<file path="src/rtl/cpu_defines.sv">
// cpu_defines: shared divider state encoding, iteration count and MIPS funct codes
package cpu_defines;
    typedef enum logic [1:0] {
        IDLE = 2'b00,
        BUSY = 2'b01,
        DONE = 2'b10
    } div_state_e;
    localparam int DIV_CYCLES = 32;
    localparam logic [5:0] FUNCT_DIV  = 6'b011010;
    localparam logic [5:0] FUNCT_DIVU = 6'b011011;
endpackage

</file>
<file path="src/rtl/div_step.sv">
// div_step: one combinational radix-2 restoring iteration on {rem,quot}
module div_step #(
    parameter int WIDTH = 32
) (
    input  logic [WIDTH-1:0] rem,
    input  logic [WIDTH-1:0] quot,
    input  logic [WIDTH-1:0] divisor,
    output logic [WIDTH-1:0] rem_next,
    output logic [WIDTH-1:0] quot_next
);
    logic [WIDTH:0] shifted;
    logic           ge;
    assign shifted   = {rem, quot[WIDTH-1]};
    assign ge        = shifted >= {1'b0, divisor};
    // a successful trial always fits in WIDTH bits, so modular subtraction is exact
    assign rem_next  = ge ? shifted[WIDTH-1:0] - divisor : shifted[WIDTH-1:0];
    assign quot_next = {quot[WIDTH-2:0], ge};
endmodule

</file>
<file path="src/rtl/div_stall_unit.sv">
// div_stall_unit: multi-cycle DIV/DIVU for the execute stage; stalls the pipeline while iterating
module div_stall_unit import cpu_defines::*; #(
    parameter int WIDTH      = 32,
    parameter int DIV_CYCLES = cpu_defines::DIV_CYCLES
) (
    input  logic             clk,
    input  logic             rst,
    input  logic             div_startE,
    input  logic             div_signedE,
    input  logic             annulE,
    input  logic [WIDTH-1:0] srcaE,
    input  logic [WIDTH-1:0] srcbE,
    output logic             stall_divE,
    output logic             div_validE,
    output logic [WIDTH-1:0] div_hiE,
    output logic [WIDTH-1:0] div_loE
);
    localparam int CW = $clog2(DIV_CYCLES);
    div_state_e       state_q, state_d;
    logic [CW-1:0]    cnt_q, cnt_d;
    logic [WIDTH-1:0] rem_q, rem_d, quot_q, quot_d, dvsr_q, dvsr_d;
    logic [WIDTH-1:0] araw_q, araw_d, hi_q, hi_d, lo_q, lo_d;
    logic             qneg_q, qneg_d, rneg_q, rneg_d, dz_q, dz_d;
    logic [WIDTH-1:0] rem_nx, quot_nx, a_abs, b_abs;
    logic             last;

    div_step #(.WIDTH(WIDTH)) u_step (
        .rem      (rem_q),
        .quot     (quot_q),
        .divisor  (dvsr_q),
        .rem_next (rem_nx),
        .quot_next(quot_nx)
    );

    assign a_abs      = (div_signedE & srcaE[WIDTH-1]) ? -srcaE : srcaE;
    assign b_abs      = (div_signedE & srcbE[WIDTH-1]) ? -srcbE : srcbE;
    assign last       = cnt_q == CW'(DIV_CYCLES - 1);
    assign stall_divE = ~annulE & ((state_q == IDLE & div_startE) | state_q == BUSY);
    assign div_validE = ~annulE & state_q == DONE;
    assign div_hiE    = hi_q;
    assign div_loE    = lo_q;

    always_comb begin
        state_d = state_q;
        cnt_d   = cnt_q;
        rem_d   = rem_q;
        quot_d  = quot_q;
        dvsr_d  = dvsr_q;
        araw_d  = araw_q;
        hi_d    = hi_q;
        lo_d    = lo_q;
        qneg_d  = qneg_q;
        rneg_d  = rneg_q;
        dz_d    = dz_q;
        if (annulE) begin
            state_d = IDLE;
        end else if (state_q == IDLE && div_startE) begin
            state_d = BUSY;
            cnt_d   = '0;
            rem_d   = '0;
            quot_d  = a_abs;
            dvsr_d  = b_abs;
            araw_d  = srcaE;
            qneg_d  = div_signedE & (srcaE[WIDTH-1] ^ srcbE[WIDTH-1]);
            rneg_d  = div_signedE & srcaE[WIDTH-1];
            dz_d    = srcbE == '0;
        end else if (state_q == BUSY) begin
            rem_d  = rem_nx;
            quot_d = quot_nx;
            cnt_d  = cnt_q + 1'b1;
            // results are captured on the final step so they appear in DONE and hold afterwards
            if (last) begin
                state_d = DONE;
                lo_d    = dz_q ? '1 : qneg_q ? -quot_nx : quot_nx;
                hi_d    = dz_q ? araw_q : rneg_q ? -rem_nx : rem_nx;
            end
        end else if (state_q == DONE) begin
            state_d = IDLE;
        end
    end

    always_ff @(posedge clk or posedge rst) begin
        if (rst) begin
            state_q <= IDLE;
            cnt_q   <= '0;
            rem_q   <= '0;
            quot_q  <= '0;
            dvsr_q  <= '0;
            araw_q  <= '0;
            hi_q    <= '0;
            lo_q    <= '0;
            qneg_q  <= 1'b0;
            rneg_q  <= 1'b0;
            dz_q    <= 1'b0;
        end else begin
            state_q <= state_d;
            cnt_q   <= cnt_d;
            rem_q   <= rem_d;
            quot_q  <= quot_d;
            dvsr_q  <= dvsr_d;
            araw_q  <= araw_d;
            hi_q    <= hi_d;
            lo_q    <= lo_d;
            qneg_q  <= qneg_d;
            rneg_q  <= rneg_d;
            dz_q    <= dz_d;
        end
    end
endmodule

</file>
<file path="config.mk">
export PLATFORM = sky130hd
export DESIGN_NAME = div_stall_unit
export DESIGN_NICKNAME = d
export VERILOG_FILES = /design/src/rtl/cpu_defines.sv /design/src/rtl/div_step.sv /design/src/rtl/div_stall_unit.sv
export SDC_FILE = /design/constraint.sdc
export NUM_CORES = 1
export LEC_CHECK = 0
export ABC_AREA = 1
export BUFFER_PORTS_ARGS = -buffer_cell sky130_fd_sc_hd__buf_2
export CAP_MARGIN = 20
export CORE_MARGIN = 3
export CORE_UTILIZATION = 60
export DETAILED_ROUTE_END_ITERATION = 16
export HOLD_SLACK_MARGIN = 0.08
export PLACE_DENSITY = 0.89
export SLEW_MARGIN = 5
export SYNTH_ARGS = -nofsm -noshare
export SYNTH_HDL_FRONTEND = slang
export SYNTH_SLANG_ARGS = --single-unit
</file>
<file path="constraint.sdc">
create_clock -name clk -period 19.28 [get_ports clk]
set_input_delay 3.856 -clock clk [delete_from_list [all_inputs] [get_ports clk]]
set_output_delay 3.856 -clock clk [all_outputs]
set_load 0.02 [all_outputs]
</file>
==> results.tsv <==
stage	metric	value	unit
timing	worstMarginPinSlew	807	ps
worst_setup_path	r2r-end	div_loE[30]$_DFFE_PP0P_	
die	dieArea	26200	µm²
routing	num_vias	15234	
clock_network	tritoncts	done	
grt	grt_max_degree	118	
job	drv_cap	0	
power	total_power	2.54	mW
clock_network	clk_latency	530	ps
min_path	hold_depth	2	
layout	layout.nets	2444	
clock_network	clk_pin_slew	60	ps
timing	holdWs	473	ps
synthesis	yosysSeqAreaShare	0.347	
layout	area_delta_synth_final	10.8	%
layout	multi_input_area	8030	µm²
die	coreArea	23700	µm²
die	initial_core_util	0.616	
timing	hold_viol_final	0	
synthesis	synth_fp_nets	2348	
grt	overflow	0	
clock_network	numCtsBuffers	22	
layout	seqCellArea	5050	µm²
min_path	hp-class	flip-flop to flip-flop	
clock_network	ctsHoldBuffers	0	
synthesis	ys_warn_count	0	
timing	finalCriticalPeriod	9690	ps
routing	drtIter0Drc	2005	
timing	fmax	0.103	GHz
synthesis	ys.flop_type	dfrtp_1	
worst_setup_path	cp-start-kind	input port	
min_path	whs_endpoint	div_hiE[27]$_DFFE_PP0P_	
placement	io_buffers	134	
worst_setup_path	crit_type	input port to output pin	
synthesis	synth_area_leaders	dfrtp_1 (35%), nand2_1 (18%), inv_1 (7.7%), o21ai_0 (7.0%), nor2_1 (6.1%)	
routing	wl	46500	µm
worst_setup_path	endpoint_kind	output pin	
run_status	outcome	complete, no violations	
placement	gp_congestion	0.985	
clock_network	clk_path_buf_depth	3	
synthesis	synth-edff-count	0	
timing	relSlewSlack	0.462	
clock_network	numClockSinks	202	
die	num_rows	56	
synthesis	syn_area_per_cell	6.51	µm²
worst_setup_path	r2r_slack	13960	ps
synthesis	synthesis.area	14600	µm²
worst_setup_path	r2r-start	dvsr_q[24]$_DFFE_PP0P_	
power	p_leak	8.95	nW
grt	grt_pass1_vias	13902	
grt	grt_pass1_wl	74000	µm
worst_setup_path	slowest_stage	clkinv_2	
synthesis	yosys.area.top_type	dfrtp_1	
worst_setup_path	cp.required	15420	ps
power	vdd_drop_max	0.0997	mV
die	die_h	162	µm
die	io_pins	135	
layout	layout-drive-gt1-share	0.112	
worst_setup_path	ff2ff_path_depth	25	
power	p_per_area	157	nW/µm²
min_path	hold_path_startpoint	div_hiE[27]$_DFFE_PP0P_	
timing	fin_crit_sh	0.503	
layout	nFillCells	2151	
grt	antenna_found_initial	1	
routing	firstDrtPassIters	6	
routing	wl_per_cell	17.4	µm
clock_network	postCtsSetupRepairBufs	0	
die	fp.dieW	162	µm
clock_network	cts-root-buf	clkbuf_16	
layout	utilization	0.682	
grt	grt_usage	0.352	
routing	ant_nets	0	
placement	hpwl	35200	µm
synthesis	synth_top_area_frac	0.347	
synthesis	ys_async_sr_fraction	1.00	
worst_setup_path	cp_max_fo	53	
routing	drc_errors	0	
synthesis	syn-instance-count	2240	
timing	finalSetupViolCount	0	
worst_setup_path	crit_chain	buf_2 > nand3_1 > buf_4 > nor2_2 > buf_4 > clkinv_2 > nand2_1 > buf_2	
timing	final_max_slew_viol_count	0	
timing	rsz0062_at_grt	no	
timing	final.setup_skew	24.8	ps
synthesis	ys_types	49	
clock_network	cts_max_level	1	
synthesis	ys_seq_elements	202	
timing	tns	0	ps
routing	vias_per_cell	5.71	
worst_setup_path	slowest_delay	560	ps
clock_network	cts_resized	0	
worst_setup_path	cp.arrival	5840	ps
layout	diodes	0	
[layer usage]
| metal | up-vias | GRT usage | routed length (µm) |
|---|---|---|---|
| met2 | 751 | 0.543 | 20800 |
| li1 | 7305 | - | - |
| met4 | 2 | 0.0997 | 1410 |
| met5 | - | 0 | 7 |
| met3 | 112 | 0.0403 | 3910 |
| met1 | 7064 | 0.528 | 20300 |
[state kept, by name (all words and copies together), names as in the netlist]
signal	flops
quot_q	32
state_q	2
cnt_q	5
div_hiE	32
qneg_q	1
dz_q	1
rem_q	32
dvsr_q	32
div_loE	32
araw_q	32
rneg_q	1
[power by group]
part           total (mW)  internal, mW  switching (mW)
logic                1.55         0.470            1.08
clock network       0.405         0.230           0.175
registers           0.583         0.502          0.0808
total                2.54          1.20            1.34
[worst max-delay path, delay by kind of cell]
kind          cells  cell delay, ps
buf+inv           5            1390
simple gates      3             560
[synth_stat cells, types with 16 or more instances]
library cell,instances
a21oi_1,64
a31oi_1,17
clkbuf_1,59
dfrtp_1,202
ha_1,38
inv_1,298
nand2_1,697
nand2_2,24
nand3_1,140
nand4_1,16
nor2_1,237
nor3_1,19
o21ai_0,205
o21ai_1,21
o22ai_1,24
xor2_1,48
[cells in the final DEF, fill, tap and decap left out, drive strengths merged]
master / count
nand3: 143
or2: 8
a21oi: 66
a31oi: 17
fa: 1
o21ai: 230
xor2: 48
nand3b: 6
a22oi: 4
and2: 4
nor3: 23
ha: 38
o21a: 2
a21o: 1
o221ai: 1
nor2: 255
nand2: 727
nand4: 16
dfrtp: 202
buf: 149
and3: 1
xnor2: 12
a22o: 2
o211ai: 13
a32oi: 1
nor4: 7
inv: 307
o21bai: 2
clkbuf: 34
o22ai: 24
clkinv: 5
[stage by stage]
step | area [µm²] | setup WS [ps] | instances
3_5_place_dp | 15400 | 9620 | 2629
2_1_floorplan | 14600 | 9910 | 2240
5_1_grt | 16200 | 9420 | 2668
6_report | 16200 | 9590 | 2668
4_1_cts | 16100 | 9620 | 2666
3_3_place_gp | 15400 | 9660 | 2629
[cell families after synthesis]
kind of cell | count (synthesis) | share of synthesized area
xor gates and xnor gates | 60 | 0.0360
AOI/OAI and AO/OA | 363 | 0.134
and+or+nand+nor | 1190 | 0.346
adders and majority gates | 39 | 0.0340
DFF | 202 | 0.347
buffers and inverters | 386 | 0.103
[how the worst max path moves through the flow]
stage          slack (ps)       start  cells after the start                     to
4_1_cts              9620  div_startE                      8             stall_divE
3_3_place_gp         9660  div_startE                      8             stall_divE
5_1_grt              9420  div_startE                      8             stall_divE
6_report             9590  div_startE                      8             stall_divE
3_5_place_dp         9620  div_startE                      8             stall_divE
2_1_floorplan        9910         rst                      1  araw_q[0]$_DFFE_PP0P_
[cell type report]
class | count | share of cell area
clock buffer | 34 | 0.0400
clock inverter | 3 | 0.00186
timing repair buffer | 149 | 0.0510
inverter | 309 | 0.0723
sequential | 202 | 0.313
multi-input combinational | 1652 | 0.497
tap | 319 | 0.0247
Note: power is estimated with default switching activity, not from simulation.
